[src/rtl/axil_pkg.sv]
// Shared AXI4-Lite response codes and the write/read channel FSM state types
// used by axil_slave_ctrl.
package axil_pkg;

    localparam logic [1:0] RESP_OKAY   = 2'b00;
    localparam logic [1:0] RESP_SLVERR = 2'b10;

    typedef enum logic [2:0] {
        W_IDLE,
        W_HAVE_A,
        W_HAVE_D,
        W_MEM,
        W_RESP
    } wr_state_e;

    typedef enum logic [1:0] {
        R_IDLE,
        R_REQ,
        R_WAIT,
        R_RESP
    } rd_state_e;

endpackage

[src/rtl/axil_chan_reg.sv]
// Holding register for one AXI channel payload: captured on the channel
// handshake, cleared once the controller has consumed it.
module axil_chan_reg #(
    parameter int WIDTH = 32
) (
    input  logic             clk,
    input  logic             reset,
    input  logic             load_i,
    input  logic             clear_i,
    input  logic [WIDTH-1:0] data_i,
    output logic [WIDTH-1:0] data_o
);

    logic [WIDTH-1:0] data_q;
    logic [WIDTH-1:0] data_d;

    // NOTE: default-assign every always_comb output first so no path infers a latch.
    always_comb begin
        data_d = data_q;
        if (clear_i) begin
            data_d = '0;
        end
        if (load_i) begin
            data_d = data_i;
        end
    end

    // NOTE: state updates use non-blocking assignments so every flop samples pre-edge values.
    always_ff @(posedge clk) begin
        if (reset) begin
            data_q <= '0;
        end else begin
            data_q <= data_d;
        end
    end

    assign data_o = data_q;

endmodule

[src/rtl/axil_slave_ctrl.sv]
// AXI4-Lite slave bridging to a simple one-cycle-strobe memory port.
// Define AXIL_SLVERR_EN to reject word indices >= DEPTH with SLVERR.
module axil_slave_ctrl
    import axil_pkg::*;
#(
    parameter int ADDR_WIDTH = 32,
    parameter int DATA_WIDTH = 32,
    parameter int DEPTH      = 256
) (
    input  logic                    clk,
    input  logic                    reset,
    input  logic                    S_AWVALID,
    output logic                    S_AWREADY,
    input  logic [ADDR_WIDTH-1:0]   S_AWADDR,
    input  logic                    S_WVALID,
    output logic                    S_WREADY,
    input  logic [DATA_WIDTH-1:0]   S_WDATA,
    input  logic [DATA_WIDTH/8-1:0] S_WSTRB,
    output logic                    S_BVALID,
    input  logic                    S_BREADY,
    output logic [1:0]              S_BRESP,
    input  logic                    S_ARVALID,
    output logic                    S_ARREADY,
    input  logic [ADDR_WIDTH-1:0]   S_ARADDR,
    output logic                    S_RVALID,
    input  logic                    S_RREADY,
    output logic [DATA_WIDTH-1:0]   S_RDATA,
    output logic [1:0]              S_RRESP,
    output logic                    MEM_WEN,
    output logic [ADDR_WIDTH-1:0]   MEM_AWADDR,
    output logic [DATA_WIDTH/8-1:0] MEM_WSTRB,
    output logic [DATA_WIDTH-1:0]   MEM_WDATA,
    output logic                    MEM_REN,
    output logic [ADDR_WIDTH-1:0]   MEM_ARADDR,
    input  logic [DATA_WIDTH-1:0]   MEM_RDATA
);

    localparam int STRB_W = DATA_WIDTH / 8;

`ifdef AXIL_SLVERR_EN
    localparam bit SLVERR_EN = 1'b1;
`else
    localparam bit SLVERR_EN = 1'b0;
`endif

    wr_state_e wr_state_q, wr_state_d;
    rd_state_e rd_state_q, rd_state_d;

    logic awready_q, awready_d;
    logic wready_q, wready_d;
    logic arready_q, arready_d;

    logic [1:0]            bresp_q, bresp_d;
    logic [1:0]            rresp_q, rresp_d;
    logic [DATA_WIDTH-1:0] rdata_q, rdata_d;

    logic aw_hs, w_hs, ar_hs;
    logic aw_err, ar_err;

    logic [ADDR_WIDTH-1:0]        aw_addr;
    logic [ADDR_WIDTH-1:0]        ar_addr;
    logic [STRB_W+DATA_WIDTH-1:0] w_held;

    assign aw_hs = S_AWVALID && awready_q;
    assign w_hs  = S_WVALID && wready_q;
    assign ar_hs = S_ARVALID && arready_q;

    axil_chan_reg #(.WIDTH(ADDR_WIDTH)) u_aw_reg (
        .clk     (clk),
        .reset   (reset),
        .load_i  (aw_hs),
        .clear_i (wr_state_q == W_MEM),
        .data_i  (S_AWADDR),
        .data_o  (aw_addr)
    );

    axil_chan_reg #(.WIDTH(STRB_W + DATA_WIDTH)) u_w_reg (
        .clk     (clk),
        .reset   (reset),
        .load_i  (w_hs),
        .clear_i (wr_state_q == W_MEM),
        .data_i  ({S_WSTRB, S_WDATA}),
        .data_o  (w_held)
    );

    axil_chan_reg #(.WIDTH(ADDR_WIDTH)) u_ar_reg (
        .clk     (clk),
        .reset   (reset),
        .load_i  (ar_hs),
        .clear_i (rd_state_q == R_WAIT),
        .data_i  (S_ARADDR),
        .data_o  (ar_addr)
    );

    // Word index is addr[ADDR_WIDTH-1:2]; the byte offset never affects the range check.
    assign aw_err = SLVERR_EN && ((aw_addr >> 2) >= ADDR_WIDTH'(DEPTH));
    assign ar_err = SLVERR_EN && ((ar_addr >> 2) >= ADDR_WIDTH'(DEPTH));

    always_comb begin
        wr_state_d = wr_state_q;
        bresp_d    = bresp_q;
        case (wr_state_q)
            W_IDLE: begin
                if (aw_hs && w_hs) begin
                    wr_state_d = W_MEM;
                end else if (aw_hs) begin
                    wr_state_d = W_HAVE_A;
                end else if (w_hs) begin
                    wr_state_d = W_HAVE_D;
                end
            end
            W_HAVE_A: begin
                if (w_hs) begin
                    wr_state_d = W_MEM;
                end
            end
            W_HAVE_D: begin
                if (aw_hs) begin
                    wr_state_d = W_MEM;
                end
            end
            W_MEM: begin
                wr_state_d = W_RESP;
                bresp_d    = aw_err ? RESP_SLVERR : RESP_OKAY;
            end
            W_RESP: begin
                if (S_BREADY) begin
                    wr_state_d = W_IDLE;
                end
            end
            default: wr_state_d = W_IDLE;
        endcase
    end

    // Readies are flopped from the next state, so the valid inputs never reach them combinationally.
    assign awready_d = (wr_state_d == W_IDLE) || (wr_state_d == W_HAVE_D);
    assign wready_d  = (wr_state_d == W_IDLE) || (wr_state_d == W_HAVE_A);
    assign arready_d = (rd_state_d == R_IDLE);

    always_comb begin
        rd_state_d = rd_state_q;
        rresp_d    = rresp_q;
        rdata_d    = rdata_q;
        case (rd_state_q)
            R_IDLE: begin
                if (ar_hs) begin
                    rd_state_d = R_REQ;
                end
            end
            R_REQ: begin
                rd_state_d = R_WAIT;
            end
            R_WAIT: begin
                rd_state_d = R_RESP;
                rresp_d    = ar_err ? RESP_SLVERR : RESP_OKAY;
                rdata_d    = ar_err ? '0 : MEM_RDATA;
            end
            R_RESP: begin
                if (S_RREADY) begin
                    rd_state_d = R_IDLE;
                end
            end
            default: rd_state_d = R_IDLE;
        endcase
    end

    always_ff @(posedge clk) begin
        if (reset) begin
            wr_state_q <= W_IDLE;
            rd_state_q <= R_IDLE;
            awready_q  <= 1'b1;
            wready_q   <= 1'b1;
            arready_q  <= 1'b1;
            bresp_q    <= RESP_OKAY;
            rresp_q    <= RESP_OKAY;
            rdata_q    <= '0;
        end else begin
            wr_state_q <= wr_state_d;
            rd_state_q <= rd_state_d;
            awready_q  <= awready_d;
            wready_q   <= wready_d;
            arready_q  <= arready_d;
            bresp_q    <= bresp_d;
            rresp_q    <= rresp_d;
            rdata_q    <= rdata_d;
        end
    end

    assign S_AWREADY = awready_q;
    assign S_WREADY  = wready_q;
    assign S_ARREADY = arready_q;

    assign S_BVALID = (wr_state_q == W_RESP);
    assign S_BRESP  = bresp_q;
    assign S_RVALID = (rd_state_q == R_RESP);
    assign S_RRESP  = rresp_q;
    assign S_RDATA  = rdata_q;

    assign MEM_WEN    = (wr_state_q == W_MEM) && !aw_err;
    assign MEM_AWADDR = aw_addr;
    assign MEM_WSTRB  = w_held[STRB_W+DATA_WIDTH-1:DATA_WIDTH];
    assign MEM_WDATA  = w_held[DATA_WIDTH-1:0];

    assign MEM_REN    = (rd_state_q == R_REQ) && !ar_err;
    assign MEM_ARADDR = ar_addr;

endmodule

[config.mk]
export PLATFORM = sky130hd
export DESIGN_NAME = axil_slave_ctrl
export DESIGN_NICKNAME = d
export VERILOG_FILES = /design/src/rtl/axil_pkg.sv /design/src/rtl/axil_chan_reg.sv /design/src/rtl/axil_slave_ctrl.sv
export SDC_FILE = /design/constraint.sdc
export NUM_CORES = 1
export LEC_CHECK = 0
export ABC_AREA = 1
export BUFFER_PORTS_ARGS = -buffer_cell sky130_fd_sc_hd__buf_2
export CORE_UTILIZATION = 41
export CTS_CLUSTER_DIAMETER = 200
export DETAILED_ROUTE_END_ITERATION = 16
export PLACE_DENSITY = 0.77
export SYNTH_ARGS = -nofsm -noshare
export SYNTH_HDL_FRONTEND = slang
export SYNTH_SLANG_ARGS = --single-unit
[constraint.sdc]
create_clock -name clk -period 1.06 [get_ports clk]
set_input_delay 0.106 -clock clk [delete_from_list [all_inputs] [get_ports clk]]
set_output_delay 0.106 -clock clk [all_outputs]
set_load 0.02 [all_outputs]
=== Yosys cells after proc, flatten, opt, wreduce, memory -nomap -nowiden ===
Index checks and enable logic that the tools add are counted.
Widths: inputs -> output; s select.

* Bits in registers: 140
* Output and inout port bits: 143
* Input port bits: 139

* Eq/ne operators: 9
* Reduce and logical (&&, ||, !) cells: 13
* Multiplexer cells: 16

{| class="wikitable"
|+ Operators by type and width
! cell !! number
|-
| $mux 32 || 4
|-
| $mux 36 || 2
|-
| $mux 3 || 6
|-
| $pmux 3 s5 || 1
|-
| $eq 3x2->1 const B || 3
|-
| $pmux 2 s4 || 1
|-
| $eq 3x1->1 const B || 2
|-
| $logic_not 3->1 || 2
|-
| $reduce_bool 2->1 || 3
|-
| $eq 2x2->1 const B || 2
|-
| $logic_and 1x1->1 || 4
|-
| $logic_not 2->1 || 2
|-
| $mux 2 || 2
|-
| $eq 3x3->1 const B || 1
|-
| $eq 2x1->1 const B || 1
|-
| $logic_or 1x1->1 || 2
|}

=== Logic depth before layout (Yosys ltp) ===
Gate-level depths: netlist of run 1.

* Depth in word-level cells: 7
* Depth in mapped cells: 7
* Depth with buffers taken out: 5

=== Hierarchy ===
A second synthesis of run 1 with hierarchy kept.

* Cells, all modules: 625
* Area total of the unflattened synthesis: 5026.1 um^2

{| class="wikitable"
|+ By module, submodules not included
! module !! instances !! area an instance (um^2) !! cells each
|-
| axil_chan_reg (u_ar_reg ...) || 2 || 1132.3 || 139
|-
| axil_slave_ctrl || 1 || 1493.9 || 191
|-
| axil_chan_reg (u_w_reg) || 1 || 1267.5 || 156
|}

=== Worst setup path after synthesis of run 1 ===
No wires, ideal clock.

* Path kind: register to register
* From: reg arready_q (netlist: S_ARREADY)
* To: reg u_ar_reg.data_q[10] (netlist: u_ar_reg.data_o[10])
* Slack: -0.076 ns
* Arrival: 1.070 ns
* Cell stages (with the launch flop): 6
* Data required time: 0.994 ns
* Clock period less this slack: 1.136 ns
* Path through: dfxtp_1 > nand2_1 > inv_1 > buf_2 > nand2_1 > a21oi_2

* Longest elaborated chain between the ends: 2

{| class="wikitable"
|+ RTL lines
! item !! line !! source
|-
| start: declaration || axil_slave_ctrl.sv:51 || <nowiki>logic arready_q, arready_d;</nowiki>
|-
| start signal: assignment || axil_slave_ctrl.sv:182 || <nowiki>arready_q <= arready_d;</nowiki>
|-
| $logic_and 1x1->1 * || axil_slave_ctrl.sv:66 || <nowiki>assign ar_hs = S_ARVALID && arready_q;</nowiki>
|-
| $mux 32 or $reduce_bool 2->1 (tied branches) || n/a ||
|-
| end signal: assignment || axil_chan_reg.sv:33 || <nowiki>data_q <= data_d;</nowiki>
|-
| end: declaration || axil_chan_reg.sv:14 || <nowiki>logic [WIDTH-1:0] data_q;</nowiki>
|}

Every way passes the cells marked *; elsewhere a longest branch is shown, timed or not.
A chain may end at the register's enable or synchronous reset.

=== Final worst setup path of run 1 ===
* From: reg wr_state_q[2]
* To: reg u_aw_reg.data_q[4] (netlist: u_aw_reg.data_o[4])

* Longest elaborated chain between the ends: 2

{| class="wikitable"
|+ RTL lines
! item !! line !! source
|-
| start: declaration || axil_slave_ctrl.sv:46 || <nowiki>wr_state_e wr_state_q, wr_state_d;</nowiki>
|-
| start signal: assignment || axil_slave_ctrl.sv:178 || <nowiki>wr_state_q <= wr_state_d;</nowiki>
|-
| $eq 3x2->1 || axil_slave_ctrl.sv:72 || <nowiki>.clear_i (wr_state_q == W_MEM),</nowiki>
|-
| $reduce_bool 2->1 (no line) || n/a ||
|-
| end signal: assignment || axil_chan_reg.sv:33 ||
|-
| end: declaration || axil_chan_reg.sv:14 ||
|}

No other way between the ends.

==> metrics.md, run 1 <==
| Metric | Value |
|---|---|
| Hold Path End | rd_state_q[0] |
| Tot GR Track Use | 30.60% |
| Mean number of vias per cell | 5.611 |
| Crit share post-route | 128.4% |
| CTS root buffer | clkbuf_16 |
| Final worst setup slack | -0.3013 ns |
| Vias in the first global route | 6420 |
| Filler instances | 533 |
| Area growth, synth to finish | 105.4% |
| Status | finished, violations left |
| Latest clock arrival within the worst-skew pair | 0.43 ns |
| Crit path max-delay cell type | dfxtp_2 |
| Critical Path, Cell by Cell | inv_2 -> nand3_4 -> buf_6 -> buf_12 -> buf_12 -> nand3_4 -> a21oi_2 |
| Worst-path clk slew | 0.07 ns |
| Fmax | 734.6 MHz |
| Pleak | 4.711 nW |
| Core Util, Final | 87.07% |
| Largest net degree at the start of global routing | 37 |
| R2R depth | 7 |
| Post-Syn Area | 5393 sq um |
| Hold crit path type | primary input to register |
| Crit. End Element | register |
| Power per cell area | 1646 nW/um^2 |
| CTS tree | done |
| CP peak stage delay | 0.33 ns |
| Worst Path Arrival | 1.67 ns |
| Max clock buf depth | 2 |
| Placement Setup Slack | -0.03411 ns |
| H-tree depth | 4 |
| Mapped Cells | 631 |
| RR Endpoint | u_aw_reg.data_o[4] |
| Failing checks | negative setup slack |
| Final Slew Violations | 0 |
| Hold slack | 0.08327 ns |
| Nets@finish | 1217 |
| Final hold viol count | 0 |
| Max IR drop VDD | 0.001460 V |
| First-pass GRT wire length | 31.49 mm |
| Footprint of the multi-input gates | 3050 sq um |
| Routed WL per cell | 22.63 microns |
| Final setup fails | 149 |
| Core footprint | 12720 sq um |
| Seq/Total Area, Yosys | 51.97% |
| Total number of yosys warnings | 0 |
| Syn_area_per_cell | 8.546 sq um |
| Die area | 13620 sq um |
| TritonCTS Buffers | 17 |
| Chip width | 116.7 microns |
| DRC errors left | 0 |
| Initial antenna violation count | 8 |
| Max Clock Skew | 0.01386 ns |
| RD Place Congestion | 0.7472 |
| Die height | 116.7 microns |
| Post-route ant nets | 0 |
| Area occupied by registers | 2915 sq um |
| Share of cells above drive strength 1 | 62.69% |
| Critical Path RT | 1.37 ns |
| Final min period | 1.361 ns |
| Initial Util | 42.39% |
| Drt first-iter violations | 561 |
| WL final | 28.65 mm |
| Port Buffer Count | 277 |
| CP Class | register to register |
| Hold depth | 4 |
| Startpoint types | register |
| Max cap viols | 0 |
| FF+latch count, synth | 140 |
| Post-synth cell types | 22 |
| GR Overflow Total | 0 |
| # clock sinks | 140 |
| Critical-path maximum fanout | 8 |
| Post-DP HPWL | 10.47 mm |
| Worst R2R Start | wr_state_q[2] |
| First-pass iteration count of the detailed router | 5 |
| Worst Hold Launch | S_RREADY |
| Row Count | 41 |
| I/O pin count | 282 |
| Reg2reg setup slack | -0.30 ns |
| RSZ-0062 raised after global routing | yes |
| Routed vias | 7104 |
[synth_stat cells]
master    count  area share, %
o21ai_1      10           0.93
buf_6         5            1.0
a21oi_1      74            6.9
nand3_2      31            5.8
inv_4         1           0.12
buf_4        10            1.4
nand2_2       2           0.23
nor2_1       72            5.0
clkbuf_1      6           0.42
buf_12        3            1.1
o21ai_0      24            2.2
nand3_1      73            6.8
buf_8         1           0.28
nor3_1        1          0.093
buf_2        26            2.4
buf_1         2           0.14
inv_2         3           0.21
nand2_1     108            7.5
inv_1         8           0.56
a21oi_2      30            4.9
conb_1        1          0.070
dfxtp_1     140             52
[placed cells by master (no fill, tap or decap), types with 3 or more instances in the layout]
master and instances:
buf_2 152, dlygate4sd3_1 134, buf_4 124, nand2_1 104, dfxtp_2 81, a21oi_2 74, nand3_2 62, dfxtp_1 56
nor2_1 47, a21oi_1 29, clkbuf_16 28, buf_6 25, nand3_1 24, o21ai_2 24, nor2_2 19, buf_12 19
nand3_4 18, o21ai_4 7, nor2_4 6, buf_16 6, clkinv_2 5, inv_2 4, inv_1 4, conb_1 4
buf_8 4, diode_2 3, nand2_2 3, dfxtp_4 3
[layout make-up]
cell class	instances	share of cell area [%]
Tap cell	172	1.943
Clock inverter	11	1.062
Multi-Input combinational cell	429	27.54
Timing Repair Buffer	476	37.94
Clock buffer	21	4.157
Inverter	12	0.6438
Sequential cell	140	26.32
Antenna cell	3	0.06777
Timing Repair inverter	2	0.3276
[layer usage]
metal | global-route usage [%] | wire (microns) | vias to the layer above
met2 | 55.15 | 14110 | 550
met5 | 0 | 38 | -
li1 | - | - | 3018
met1 | 30.20 | 9289 | 3324
met3 | 10.02 | 3181 | 206
met4 | 19.58 | 2033 | 6
[cells by family (layout without fill, tap and decap cells)]
logic type	count (synthesis)	in the layout	synth area share (%)
AOI/OAI and AO/OA	138	138	14.90
and+or+nand+nor	287	287	25.38
buffers and inverters	65	522	7.680
DFF	140	140	51.97
other	1	7	0.06954
[worst max-delay path, delay by kind of cell (launching register included)]
family          cells  cell delay [ns]
flops               1             0.33
simple gates        2             0.15
buf+inv             4             0.45
compound gates      1             0.31
[registers in the layout, summed over array words and instances, names as in the netlist]
name	flops
S_WREADY	1
S_AWREADY	1
u_ar_reg.data_o	32
u_aw_reg.data_o	32
u_w_reg.data_o	36
S_ARREADY	1
rd_state_q	2
S_RDATA	32
wr_state_q	3
[worst max path at each step]
| stage | cells past startpoint | to | slack [ns] | from |
|---|---|---|---|---|
| floorplan | 5 | u_ar_reg.data_o[10] | 0.01 | S_ARREADY |
| global placement | 5 | MEM_WEN | 0.02 | wr_state_q[2] |
| detailed placement | 5 | S_RDATA[20] | -0.03 | rd_state_q[0] |
| CTS | 3 | S_BVALID | -0.24 | wr_state_q[1] |
| global route | 7 | u_aw_reg.data_o[4] | -0.31 | wr_state_q[2] |
| finish | 7 | u_aw_reg.data_o[4] | -0.30 | wr_state_q[2] |
[where the power goes]
| part | internal, W | switching, W |
|---|---|---|
| Clock | 0.00358 | 0.00242 |
| Sequential | 0.00588 | 0.000498 |
| Combinational | 0.00265 | 0.00321 |
| Total | 0.0121 | 0.00613 |
[timing repair]
action / in CTS / in global routing
endpoints found under the setup margin: 77 / 233
endpoints found under the hold margin: 133 / 0
gates resized for setup: 162 / 325
hold buffers: 134 / 0
pin swaps: 6 / 21
cloned: 9 / 12
buffers inserted: 9 / 6
[per-stage QoR]
| step | cells | power (W) | setup TNS (ns) | instance area [sq um] |
|---|---|---|---|---|
| 2_1_floorplan | 634 | 0.008423 | 0 | 5410 |
| 6_report | 1266 | 0.01824 | -14.41 | 11080 |
| 3_3_place_gp | 1061 | 0.009551 | 0 | 7058 |
| 4_1_cts | 1245 | 0.01668 | -5.393 | 9679 |
| 5_1_grt | 1266 | 0.01880 | -19.59 | 11080 |
| 3_5_place_dp | 1061 | 0.009611 | -0.1178 | 7058 |
No activity file was read; power rests on OpenSTA's default activity.
==> run 2: changes to the inputs <==
--- a/config.mk
+++ b/config.mk
@@ -10,7 +10,7 @@
 export CORE_UTILIZATION = 41
 export CTS_CLUSTER_DIAMETER = 200
 export DETAILED_ROUTE_END_ITERATION = 16
-export PLACE_DENSITY = 0.77
+export PLACE_DENSITY = 0.87
 export SYNTH_ARGS = -nofsm -noshare
 export SYNTH_HDL_FRONTEND = slang
 export SYNTH_SLANG_ARGS = --single-unit
==> run 2 against run 1 <==
Effect of this change:
- the run still ends with negative setup slack left
- power hardly changed
- non-clock buffer count fell by 4
- setup slack better by 0.042 ns
- critical path depth is 3 lower
- routed wire length fell by 1.3%
- core utilization decreased by 2.8 points
- first-iteration DRC count is 36% higher
- sequential power fell by 1%
- worst hold slack lost 0.021 ns
- largest cell class unchanged
- highest routed layer is now met4
==> metrics.md, run 2 (synthesis gave the netlist of run 1 again) <==
| Metric | Value |
|---|---|
| Leading cell types in the layout, fill and taps excluded | 197 x buf_2, 133 x dlygate4sd3_1, 104 x nand2_1, 91 x dfxtp_1, 77 x buf_4 |
| Worst-path clk slew | 0.06 ns (about the same) |
| Post-route ant nets | 0 (unchanged) |
| Filler instances | 576 (+8.1%) |
| RR Endpoint | S_RDATA[4] |
| First-pass GRT wire length | 33.35 mm (+5.9%) |
| H-tree depth | 4 (unchanged) |
| Core footprint | 12720 sq um (unchanged) |
| Routed vias | 7134 (+0.42%) |
| Die area | 13620 sq um (unchanged) |
| Drt first-iter violations | 762 (+36%) |
| TritonCTS Buffers | 17 (unchanged) |
| Initial antenna violation count | 0 (-8) |
| Placement Setup Slack | -0.06015 ns (-0.02604 ns) |
| Routed WL per cell | 22.51 microns (-0.53%) |
| Final worst setup slack | -0.2593 ns (+0.04201 ns) |
| RSZ-0062 raised after global routing | yes |
| First-pass iteration count of the detailed router | 5 (unchanged) |
| ANT cells | 0 (-3) |
| Power per cell area | 1702 nW/um^2 (+3.4%) |
| Share of cells above drive strength 1 | 55.35% (-7.3 points) |
| Hold Path End | S_AWREADY |
| Chip width | 116.7 microns (unchanged) |
| Worst R2R Start | rd_state_q[0] |
| Worst Hold Launch | reset |
| # clock sinks | 140 (unchanged) |
| Failing checks | negative setup slack |
| Largest register FFs | 36 (unchanged) |
| R2R depth | 7 (unchanged) |
| Critical Path RT | 0.95 ns (-0.42 ns) |
| CP Class | register to output pin |
| Pleak | 4.657 nW (-1.1%) |
| CTS root buffer | clkbuf_16 |
| Final Slew Violations | 0 (unchanged) |
| DRC errors left | 0 (unchanged) |
| Area growth, synth to finish | 98.77% |
| Max Clock Skew | 0.01176 ns (-0.002105 ns) |
| Hold depth | 3 (-1) |
| Mean number of vias per cell | 5.680 (+1.2%) |
| Critical-path maximum fanout | 2 (-6) |
| Final min period | 1.319 ns (-0.04201 ns) |
| CTS tree | done |
| Port Buffer Count | 277 (unchanged) |
| Latest clock arrival within the worst-skew pair | 0.42 ns (about the same) |
| Vias in the first global route | 6845 (+6.6%) |
| Area occupied by registers | 2877 sq um (-1.3%) |
| Status | finished, violations left |
| Final setup fails | 150 (+0.67%) |
| WL final | 28.27 mm (-1.3%) |
| Max cap viols | 0 (unchanged) |
| Crit share post-route | 124.5% (-4.0 points) |
| Crit. End Element | output pin |
| Most common cell after layout, fill and taps aside | buf_2 |
| Post-DP HPWL | 10.52 mm (+0.45%) |
| Overall power | 0.01824 W (about the same) |
| Reg2reg setup slack | -0.22 ns (+0.08 ns) |
| GR Overflow Total | 0 (unchanged) |
| Largest net degree at the start of global routing | 57 (+54%) |
| Die height | 116.7 microns (unchanged) |
| Startpoint types | register |
| Row Count | 41 (unchanged) |
| Nets@finish | 1212 (-0.41%) |
| Initial Util | 42.39% (unchanged) |
| Max clock buf depth | 2 (unchanged) |
| Fmax | 758.0 MHz (+3.2%) |
| I/O pin count | 282 (unchanged) |
| RD Place Congestion | 0.7710 (+3.2%) |
| Worst Path Arrival | 1.21 ns (-0.46 ns) |
| Hold crit path type | primary input to register |
| Footprint of the multi-input gates | 2873 sq um (-5.8%) |
| Tot GR Track Use | 32.62% (+2.0 points) |
| Final hold viol count | 0 (unchanged) |
| Max IR drop VDD | 0.001303 V (-11%) |
run 2: changes by cell type in the layout (fill, tap and decap cells not counted), sizes merged:
cell | before | now
dlygate4sd3 | 134 | 133
clkinv | 7 | 6
clkinvlp | 2 | 1
inv | 14 | 11
buf | 330 | 328
diode | 3 | 0
bufinv | 2 | 3
run 2: area by class of cell:
type / instances / area share (%)
Clock buffer: 22 / 4.331
Clock inverter: 8 / 1.097
Inverter: 12 / 0.6303
Multi-Input combinational cell: 429 / 26.80
Sequential cell: 140 / 26.84
Tap cell: 172 / 2.008
Timing Repair Buffer: 472 / 38.15
Timing Repair inverter: 1 / 0.1517
run 2: repair_timing:
item | 4_1_cts | 5_1_grt
pin swaps | 4 | 23
endpoints found under the setup margin | 120 | 201
hold buffers | 133 | 0
resized for setup | 122 | 254
hold endpoints to repair | 133 | 0
setup buffers | 12 | 9
gates cloned | 12 | 11
run 2: critical path: stages, from the launching register on:
cell and delay (ns):
dfxtp_2 0.34, inv_2 0.06, buf_6 0.12, nor2_4 0.13, buf_6 0.14
run 2: power breakdown:
part	leakage, nW	switching, W	internal, W
Clock	0.286	0.00232	0.00379
Sequential	1.17	0.000451	0.00585
Combinational	3.20	0.00321	0.00263
run 2: metrics by stage:
stage                     utilization (%)  instance area, sq um  setup TNS, ns  cells  hold slack [ns]
after global placement              54.79                  6970              0   1056           0.3397
after detailed placement            54.79                  6970        -0.6035   1056           0.3495
after CTS                           75.29                  9578         -3.286   1242          0.02333
after global routing                84.25                 10720         -19.63   1256          0.07898
final                               84.25                 10720         -13.84   1256          0.06201
after floorplan                         -                  5410              0    634           0.2517
run 2: worst max-delay path by stage:
stage	from	to	slack, ns
detailed placement	wr_state_q[2]	u_aw_reg.data_o[15]	-0.06
CTS	wr_state_q[2]	S_BVALID	-0.23
global route	wr_state_q[2]	MEM_WEN	-0.28
global placement	wr_state_q[2]	MEM_WEN	0.008
floorplan	S_ARREADY	u_ar_reg.data_o[10]	0.01
finish	rd_state_q[0]	MEM_REN	-0.26
run 2: layer usage:
layer / track usage [%] / up-vias / part of all wire, % / wire (microns)
li1: - / 2986 / - / -
met1: 30.43 / 3328 / 32 / 9038
met2: 58.26 / 591 / 49 / 13930
met3: 10.02 / 229 / 11 / 3053
met4: 27.68 / 0 / 8.0 / 2249
met5: 0 / - / 0 / 0
==> run 3: changes to the inputs <==
--- a/config.mk
+++ b/config.mk
@@ -7,10 +7,12 @@
 export LEC_CHECK = 0
 export ABC_AREA = 1
 export BUFFER_PORTS_ARGS = -buffer_cell sky130_fd_sc_hd__buf_2
-export CORE_UTILIZATION = 41
+export CORE_UTILIZATION = 42
+export CTS_BUF_LIST = sky130_fd_sc_hd__clkbuf_8
 export CTS_CLUSTER_DIAMETER = 200
 export DETAILED_ROUTE_END_ITERATION = 16
-export PLACE_DENSITY = 0.87
+export PLACE_DENSITY = 0.88
+export RECOVER_POWER = 25
 export SYNTH_ARGS = -nofsm -noshare
 export SYNTH_HDL_FRONTEND = slang
 export SYNTH_SLANG_ARGS = --single-unit
==> constraint.sdc (replaced) <==
create_clock -name clk -period 1.06 [get_ports clk]
set_input_delay 0.106 -clock clk [delete_from_list [all_inputs] [get_ports clk]]
set_output_delay 0.106 -clock clk [all_outputs]
set_load 0.01 [all_outputs]
==> run 3 against run 2 <==
Effect of this change:
- the flow still finishes with violations (negative setup slack)
- core utilization increased by 5.6 points
- clock power decreased by 17%
- register-to-register slack got worse by 0.07 ns
- critical path type unchanged
==> metrics.md, run 3 (synthesis gave the netlist of run 1 again) <==
| Metric | Value |
|---|---|
| Status | finished, violations left |
| Failing checks | negative setup slack |
| Max clock buf depth | 2 (unchanged) |
| Routed vias | 7435 (+4.2%) |
| Hold crit path type | primary input to register |
| Crit. End Element | output pin |
| Power per cell area | 1536 nW/um^2 (-9.8%) |
| Hold slack | 0.09074 ns (+0.02873 ns) |
| Chip width | 115.3 microns (-1.2%) |
| Latest clock arrival within the worst-skew pair | 0.46 ns (+0.04 ns) |
| H-tree depth | 4 (unchanged) |
| I/O pin count | 282 (unchanged) |
| Cell Count, Final, Fillers Out | 1312 (+4.5%) |
| Mean number of vias per cell | 5.667 (-0.23%) |
| Die area | 13300 sq um (-2.3%) |
| RSZ-0062 raised after global routing | yes |
| Post-DP HPWL | 10.49 mm (-0.29%) |
| Placement Cell Area | 6984 sq um (+0.20%) |
| CP Class | register to output pin |
| Vias in the first global route | 6414 (-6.3%) |
| Buf/Inv on CP | 3 (unchanged) |
| Leading cell types in the layout, fill and taps excluded | 217 x buf_2, 134 x dlygate4sd3_1, 111 x dfxtp_2, 103 x nand2_1, 73 x buf_6 |
| WL final | 30.47 mm (+7.8%) |
| Final hold viol count | 0 (unchanged) |
| Largest register FFs | 36 (unchanged) |
| Final setup fails | 151 (+0.67%) |
| Row Count | 41 (unchanged) |
| DRC errors left | 0 (unchanged) |
| First-pass iteration count of the detailed router | 5 (unchanged) |
| # clock sinks | 140 (unchanged) |
| First-pass GRT wire length | 31.98 mm (-4.1%) |
| Worst Path Arrival | 1.28 ns (+0.07 ns) |
| Port Buffer Count | 277 (unchanged) |
| Placed Cells | 1062 (+0.57%) |
| Final min period | 1.388 ns (+0.06830 ns) |
| Nets@finish | 1263 (+4.2%) |
| Crit path max-delay cell type | dfxtp_2 |
| Share of cells above drive strength 1 | 67.37% (+12 points) |
| CP peak stage delay | 0.39 ns (+0.05 ns) |
| Final Instance Area | 11290 sq um (+5.3%) |
| Drt first-iter violations | 859 (+13%) |
| Overall power | 0.01734 W (-5.0%) |
| Post-route ant nets | 0 (unchanged) |
| Critical-path maximum fanout | 2 (unchanged) |
| Area occupied by registers | 2972 sq um (+3.3%) |
| Startpoint types | register |
| Routed WL per cell | 23.22 microns (+3.2%) |
| Worst-path clk slew | 0.10 ns (+0.04 ns) |
| Initial antenna violation count | 2 (+2) |
| Initial Util | 42.91% (+0.52 points) |
| Final Slew Violations | 0 (unchanged) |
| Max IR drop VDD | 0.001062 V (-18%) |
| Filler instances | 464 (-19%) |
| TritonCTS Buffers | 17 (unchanged) |
| Max cap viols | 0 (unchanged) |
| CP top delay family | flip-flops |
| RD Place Congestion | 0.7873 (+2.1%) |
| Most common cell on crit path | buf_6 |
| Footprint of the multi-input gates | 3127 sq um (+8.8%) |
| Most common cell after layout, fill and taps aside | buf_2 |
| CTS tree | done |
| Final worst setup slack | -0.3276 ns (-0.06830 ns) |
| Critical Path RT | 0.95 ns (about the same) |
| GR Overflow Total | 0 (unchanged) |
| Tot GR Track Use | 31.47% (-1.1 points) |
| Fmax | 720.7 MHz (-4.9%) |
| Reg2reg setup slack | -0.29 ns (-0.07 ns) |
| Core footprint | 12570 sq um (-1.2%) |
| Max Clock Skew | 0.02235 ns (+0.01059 ns) |
| Area growth, synth to finish | 109.4% |
| Die height | 115.3 microns (-1.2%) |
| Crit share post-route | 130.9% (+6.4 points) |
| Critical Path, Cell by Cell | inv_4 -> buf_6 -> nor2_4 -> buf_6 |
| Largest net degree at the start of global routing | 48 (-16%) |
| Pleak | 4.915 nW (+5.5%) |
| CTS root buffer | clkbuf_8 |
| Core Util, Final | 89.83% (+5.6 points) |
[run 3: cell types whose count changed in the layout (fill, tap and decap cells not counted), moves of 18 or more]
| cell | delta |
|---|---|
| nor2_4 | +25 |
| nor2_1 | -27 |
| clkbuf_16 | -22 |
| buf_6 | +47 |
| buf_2 | +20 |
| clkbuf_8 | +19 |
| dfxtp_2 | +67 |
| dfxtp_1 | -70 |
| nand3_1 | -18 |
[run 3: routing by layer]
layer | vias up | global-route usage (%) | share of wire, %
met5 | - | 0 | 0
met4 | 0 | 19.65 | 7.4
met3 | 231 | 11.12 | 10
met2 | 660 | 56.05 | 48
met1 | 3450 | 31.21 | 34
li1 | 3094 | - | -
[run 3: layout make-up]
type                            instances  area share [%]
Clock buffer                           21           2.560
Timing Repair Buffer                  521           38.73
Timing Repair inverter                  3          0.5320
Sequential cell                       140           26.32
Antenna cell                            3         0.06650
Multi-Input combinational cell        429           27.70
Tap cell                              172           1.906
Inverter                               12          0.7204
Clock inverter                         11           1.463
[run 3: power breakdown]
| part | internal (W) | switching (W) |
|---|---|---|
| clock | 0.00281 | 0.00224 |
| sequential | 0.00589 | 0.000512 |
| combinational | 0.00281 | 0.00307 |
| total | 0.0115 | 0.00582 |
[run 3: worst min-delay path, cell delays in order]
cell and delay [ns]:
buf_2 0.10, inv_1 0.05, nand3_1 0.16, a21oi_2 0.07
[run 3: repair_timing]
item | 4_1_cts | 5_1_grt
gates resized for setup | 75 | 424
buffers inserted | 9 | 62
gates cloned | 5 | 9
endpoints found under the setup margin | 112 | 253
pin swaps | 2 | 17
endpoints found under the hold margin | 134 | 0
hold buffers | 134 | 0
[run 3: worst paths after layout]
path | start | endpoint | depth (start not counted)
max | rd_state_q[0] | MEM_REN | 4
min | S_BREADY | wr_state_q[2] | 4
max reg2reg | wr_state_q[0] | u_aw_reg.data_o[1] | 6
min reg2reg | u_aw_reg.data_o[28] | u_aw_reg.data_o[28] | 2
[run 3: through the flow]
step / setup slack (ns) / setup TNS (ns)
floorplan: 0.02248 / 0
global route: -0.4416 / -21.68
global placement: 0.001489 / 0
detailed placement: -0.05570 / -0.6150
finish: -0.3276 / -16.94
CTS: -0.2575 / -11.17
